--- src/rtl/div_bcd_convert_if.sv ---
// Divider-result hand-off bus: the upstream divider drives done/quotient/remainder,
// the converter returns packed BCD results with a valid pulse and a busy level.
interface div_bcd_convert_if #(
  parameter int unsigned WIDTH  = 8,
  parameter int unsigned DIGITS = 3
);
  logic                  done;
  logic [WIDTH-1:0]      quotient;
  logic [WIDTH-1:0]      remainder;
  logic [4*DIGITS-1:0]   q_bcd;
  logic [4*DIGITS-1:0]   r_bcd;
  logic                  bcd_valid;
  logic                  busy;

  modport master (
    output done, quotient, remainder,
    input  q_bcd, r_bcd, bcd_valid, busy
  );

  modport slave (
    input  done, quotient, remainder,
    output q_bcd, r_bcd, bcd_valid, busy
  );
endinterface

--- src/rtl/div_bcd_convert.sv ---
// Binary-to-BCD converter for a divider's quotient and remainder.
// Both operands run through a double-dabble shifter in parallel, one bit per
// cycle, started by a rising edge of the divider's done level.
module div_bcd_convert #(
  parameter int unsigned WIDTH  = 8,
  parameter int unsigned DIGITS = 3
) (
  input logic              clk,
  input logic              rst_n,
  div_bcd_convert_if.slave bus
);
  localparam int unsigned CW = $clog2(WIDTH + 1);
  localparam int unsigned BW = 4 * DIGITS;

  typedef enum logic [1:0] {IDLE, SHIFT, OUT} state_t;

  state_t           state;
  logic             done_d;
  logic             rise;
  logic [WIDTH-1:0] sr_q;
  logic [WIDTH-1:0] sr_r;
  logic [BW-1:0]    acc_q;
  logic [BW-1:0]    acc_r;
  logic [BW-1:0]    adj_q;
  logic [BW-1:0]    adj_r;
  logic [CW-1:0]    cnt;
  logic [BW-1:0]    q_bcd;
  logic [BW-1:0]    r_bcd;
  logic             bcd_valid;
  logic             busy;

  // Add 3 to every nibble of 5 or more so the following shift carries correctly.
  function automatic logic [BW-1:0] dabble_adj(input logic [BW-1:0] a);
    logic [BW-1:0] r;
    r = a;
    for (int unsigned i = 0; i < DIGITS; i++) begin
      if (a[4*i +: 4] >= 4'd5) r[4*i +: 4] = a[4*i +: 4] + 4'd3;
    end
    return r;
  endfunction

  assign rise = bus.done & ~done_d;

  // Nibble correction for the current step of both accumulators.
  always_comb begin
    adj_q = dabble_adj(acc_q);
    adj_r = dabble_adj(acc_r);
  end

  // Control FSM, shift datapath and registered outputs.
  always_ff @(posedge clk or negedge rst_n) begin
    if (!rst_n) begin
      state     <= IDLE;
      done_d    <= 1'b1;
      sr_q      <= '0;
      sr_r      <= '0;
      acc_q     <= '0;
      acc_r     <= '0;
      cnt       <= '0;
      q_bcd     <= '0;
      r_bcd     <= '0;
      bcd_valid <= 1'b0;
      busy      <= 1'b0;
    end else begin
      done_d    <= bus.done;
      bcd_valid <= 1'b0;
      case (state)
        IDLE: begin
          if (rise) begin
            sr_q  <= bus.quotient;
            sr_r  <= bus.remainder;
            acc_q <= '0;
            acc_r <= '0;
            cnt   <= '0;
            busy  <= 1'b1;
            state <= SHIFT;
          end
        end
        SHIFT: begin
          acc_q <= {adj_q[BW-2:0], sr_q[WIDTH-1]};
          acc_r <= {adj_r[BW-2:0], sr_r[WIDTH-1]};
          sr_q  <= {sr_q[WIDTH-2:0], 1'b0};
          sr_r  <= {sr_r[WIDTH-2:0], 1'b0};
          cnt   <= cnt + 1'b1;
          if (cnt == CW'(WIDTH - 1)) state <= OUT;
        end
        OUT: begin
          q_bcd     <= acc_q;
          r_bcd     <= acc_r;
          bcd_valid <= 1'b1;
          busy      <= 1'b0;
          state     <= IDLE;
        end
        default: state <= IDLE;
      endcase
    end
  end

  assign bus.q_bcd     = q_bcd;
  assign bus.r_bcd     = r_bcd;
  assign bus.bcd_valid = bcd_valid;
  assign bus.busy      = busy;
endmodule

--- src/flat_wrapper.sv ---
// flat-port wrapper written by rule: the top's interface ports become plain ports
module div_bcd_convert_flat 
#(
  parameter int unsigned WIDTH  = 8,
  parameter int unsigned DIGITS = 3
)
  (clk, rst_n, bus_done, bus_quotient, bus_remainder, bus_q_bcd, bus_r_bcd, bus_bcd_valid, bus_busy);
  div_bcd_convert_if #(.WIDTH(WIDTH), .DIGITS(DIGITS)) bus_i ();
  input logic clk;
  input logic rst_n;
  input wire logic [$bits(bus_i.done)-1:0] bus_done;
  input wire logic [$bits(bus_i.quotient)-1:0] bus_quotient;
  input wire logic [$bits(bus_i.remainder)-1:0] bus_remainder;
  output wire logic [$bits(bus_i.q_bcd)-1:0] bus_q_bcd;
  output wire logic [$bits(bus_i.r_bcd)-1:0] bus_r_bcd;
  output wire logic [$bits(bus_i.bcd_valid)-1:0] bus_bcd_valid;
  output wire logic [$bits(bus_i.busy)-1:0] bus_busy;
  assign bus_i.done = bus_done;
  assign bus_i.quotient = bus_quotient;
  assign bus_i.remainder = bus_remainder;
  assign bus_q_bcd = bus_i.q_bcd;
  assign bus_r_bcd = bus_i.r_bcd;
  assign bus_bcd_valid = bus_i.bcd_valid;
  assign bus_busy = bus_i.busy;
  div_bcd_convert #(.WIDTH(WIDTH), .DIGITS(DIGITS)) u_core (.clk(clk), .rst_n(rst_n), .bus(bus_i));
endmodule
--- config.mk ---
export PLATFORM = sky130hd
export DESIGN_NAME = div_bcd_convert_flat
export DESIGN_NICKNAME = d
export VERILOG_FILES = /design/src/rtl/div_bcd_convert_if.sv /design/src/rtl/div_bcd_convert.sv /design/src/flat_wrapper.sv
export SDC_FILE = /design/constraint.sdc
export NUM_CORES = 1
export LEC_CHECK = 0
export BUFFER_PORTS_ARGS = -buffer_cell sky130_fd_sc_hd__buf_2
export CAP_MARGIN = 5
export CORE_ASPECT_RATIO = 0.7
export CORE_MARGIN = 1
export CORE_UTILIZATION = 48
export DETAILED_ROUTE_END_ITERATION = 12
export PLACE_DENSITY = 0.7
export SYNTH_ARGS = -nofsm -noshare
export SYNTH_HDL_FRONTEND = slang
export SYNTH_SLANG_ARGS = --single-unit
--- constraint.sdc ---
create_clock -name clk -period 1.9 [get_ports clk]
set_input_delay 0.095 -clock clk [delete_from_list [all_inputs] [get_ports clk]]
set_output_delay 0.095 -clock clk [all_outputs]
set_load 0.05 [all_outputs]
==> flow_summary.yaml <==
run_status:
  status: "finished clean"
cells_and_area:
  final_cell_mix: "nand2_1 (73), dfrtp_1 (72), buf_2 (44)"
  diodes: 0
  drive_gt1_share_pct: 16.6
  final_util_pct: 60.5
  layoutNonFillerInstCount: 516
  layout_commonest_cell: "nand2_1"
  nFillCells: 609
  area_delta_synth_final_pct: 20.3
  multi_input_area_um2: 1420
  finalNetCount: 450
  regArea_um2: 1830
drt:
  routedWlPerCell_um: 13.6
  firstDrtPassIters: 5
  drt_wl_total_um: 7010
  drc: 0
  drt_iter0_drc: 119
  via_count: 2737
  routed_via_density: 5.30
  ant_nets: 0
logic_synthesis:
  syn-num-nets: 393
  avgSynthCellArea_um2: 9.55
  synthAdderAreaFrac_pct: 4.72
  ys_warn_count: 0
  muxShareOfSynthArea_pct: 2.36
  syn-cell-area_um2: 3450
  synth-seq-cells: 73
  synthXorXnorAreaFrac_pct: 1.27
  synth_compound_gate_area_share_pct: 17.2
  yosys.cell_types.count: 30
  synthCells: 361
  synth_top_family_by_area: "compound AO/OA/AOI/OAI gates"
  synth_simple_gate_area_share_pct: 15.3
  yosysSeqAreaShare_pct: 53.1
sta:
  skew_ns: 0.00666
  slew_headroom_pct: 70.9
  min_period_ns: 1.63
  final_hold_viol_count: 0
  finalSetupViolCount: 0
  rsz0062_at_grt: "false"
  fmax_mhz: 613
  fin_crit_sh_pct: 85.9
  drv_slew: 0
  fin_tns_setup_ns: 0
  tightest_slew_ns: 0.437
power:
  vdd_drop_max_v: 0.000747
  power_leakage_nw: 1.97
  p_total_mw: 7.46
  powerDensity_nw_per_um2: 1800
setup_path:
  crit_buf_inv: 1
  worst-endpoint-required_ns: 2.12
  criticalPathCategory: "flip-flop to flip-flop"
  arrival_ns: 1.85
  path_max_fanout: 40
  cp_top_family: "simple AND/OR/NAND/NOR gates"
  worstPathCellList: "or4b_1 -> buf_4 -> mux2i_1 -> o22ai_1"
  cpPeakStageDelay_ns: 0.52
  crit_path_start_kind: "flip-flop"
  crit_path_top_delay_cell: "or4b_1"
  endpoint_kind: "flip-flop"
cts:
  cts_sinks: 73
  cts.path.max_buffers: 2
  cts_buffers: 9
  cts_resized: 0
  cts-root-buf: "clkbuf_8"
  cts-hold-fix-buffers: 18
  clk_pin_slew_worst_paths_ns: 0.07
  tritoncts: "yes"
  post_cts_buffers: 0
  clk_latency_ns: 0.35
  htreeDepth: 3
min_path:
  min_path_type: "input pin to async pin"
floorplanning:
  die_area_um2: 7530
  die_h_um: 72.9
  row_count: 25
  start_util_pct: 50.3
  num_io_pins: 45
  die_width_um: 103
  core_area_um2: 6850
placed_design:
  io_buffers: 44
  gp_congestion: 0.783
  place_inst: 483
  dp_hpwl_um: 4340
global_routing:
  antenna_found_initial: 0
  grt_start_max_net_pins: 74
  grt_usage_pct: 21.3
  gr-total-overflow: 0
  grt_pass1_wl_um: 12000
  grt_pass1_vias: 2644
job:
  cap_viol_max_count: 0
## Yosys cell counts
master | number | area share (%)
o211ai_1 | 6 | 1.3
o21a_1 | 6 | 1.3
buf_1 | 5 | 0.54
a22o_1 | 3 | 0.76
buf_6 | 2 | 0.65
o31ai_1 | 6 | 1.3
or4b_1 | 1 | 0.29
nor2b_1 | 7 | 1.3
nor4b_1 | 1 | 0.25
o21ai_0 | 30 | 4.4
buf_4 | 1 | 0.22
xnor2_1 | 5 | 1.3
o22ai_1 | 6 | 1.1
buf_2 | 6 | 0.87
dfrtp_1 | 72 | 52
nand2_1 | 73 | 8.0
nor2_1 | 21 | 2.3
dfstp_2 | 1 | 0.76
ha_1 | 13 | 4.7
nand2b_1 | 2 | 0.36
o311ai_1 | 6 | 1.5
nand3_1 | 19 | 2.8
clkbuf_1 | 8 | 0.87
a31oi_1 | 14 | 2.5
mux2i_1 | 7 | 2.0
nor3_1 | 1 | 0.15
inv_1 | 25 | 2.7
mux2_2 | 1 | 0.33
o2111ai_1 | 12 | 3.1
clkbuf_2 | 1 | 0.15
## cells by family (layout without fill, tap and decap cells)
| family | count (synthesis) | in the layout |
|---|---|---|
| AND/OR/NAND/NOR | 125 | 125 |
| flip-flops | 73 | 73 |
| adder cells (fa/ha/maj) | 13 | 13 |
| XOR/XNOR | 5 | 5 |
| buffers and inverters | 48 | 109 |
| AO/OA/AOI/OAI | 89 | 89 |
| multiplexers | 8 | 8 |
## sequential cells by signal, summed over array words and instances (netlist names), 2 cells and up
signal	flops
u_core.acc_q	12
u_core.acc_r	12
u_core.bus.q_bcd	12
u_core.bus.r_bcd	12
u_core.cnt	4
u_core.sr_q	8
u_core.sr_r	8
u_core.state	2
## per-layer routing
layer  part of all wire (%)  track usage, %  routed length, µm
met5                      0               0                  0
met3                    3.9            7.85                270
met4                    1.0            5.48                 70
met1                     49            27.7               3460
met2                     46            33.9               3210
## cell type report
class                      instances  share of cell area [%]
tap                               94                    2.84
multi-input combinational        240                    34.3
timing repair buffer              69                    11.8
sequential                        73                    44.1
inverter                          25                    2.26
clock buffer                      12                    3.74
clock inverter                     3                   0.966
## final timing paths
path	startpoint	endpoint	depth (start not counted)	slack (ns)
worst max-delay path	u_core.state[0]	u_core.acc_r[7]	4	0.27
worst min-delay path	rst_n	u_core.bus.r_bcd[6]	3	0.30
worst max register to register	u_core.state[0]	u_core.acc_r[7]	4	0.27
worst min register to register	u_core.bus.q_bcd[10]	u_core.bus.q_bcd[10]	2	0.48
max in group asynchronous	rst_n	u_core.done_d	3	1.24
min in group clk	bus_done	u_core.done_d	2	0.42
## worst reg2reg max path, stage by stage (launching register included)
cell,delay (ns)
dfrtp_1,0.42
or4b_1,0.52
buf_4,0.29
mux2i_1,0.19
o22ai_1,0.09
## per-stage QoR
| stage | area, µm² | hold slack, ns | setup slack (ns) |
|---|---|---|---|
| final | 4150 | 0.297 | 0.268 |
| after global routing | 4150 | 0.339 | 0.181 |
| after CTS | 4150 | 0.320 | 0.271 |
| after detailed placement | 3770 | 0.155 | 0.284 |
| after global placement | 3770 | 0.153 | 0.307 |
| after floorplan | 3450 | -0.201 | 0.419 |
## where the power goes
group | internal (mW) | switching, mW
Sequential | 2.21 | 0.432
Clock | 0.668 | 0.559
Combinational | 1.22 | 2.37
(Power assumes the default switching activity.)
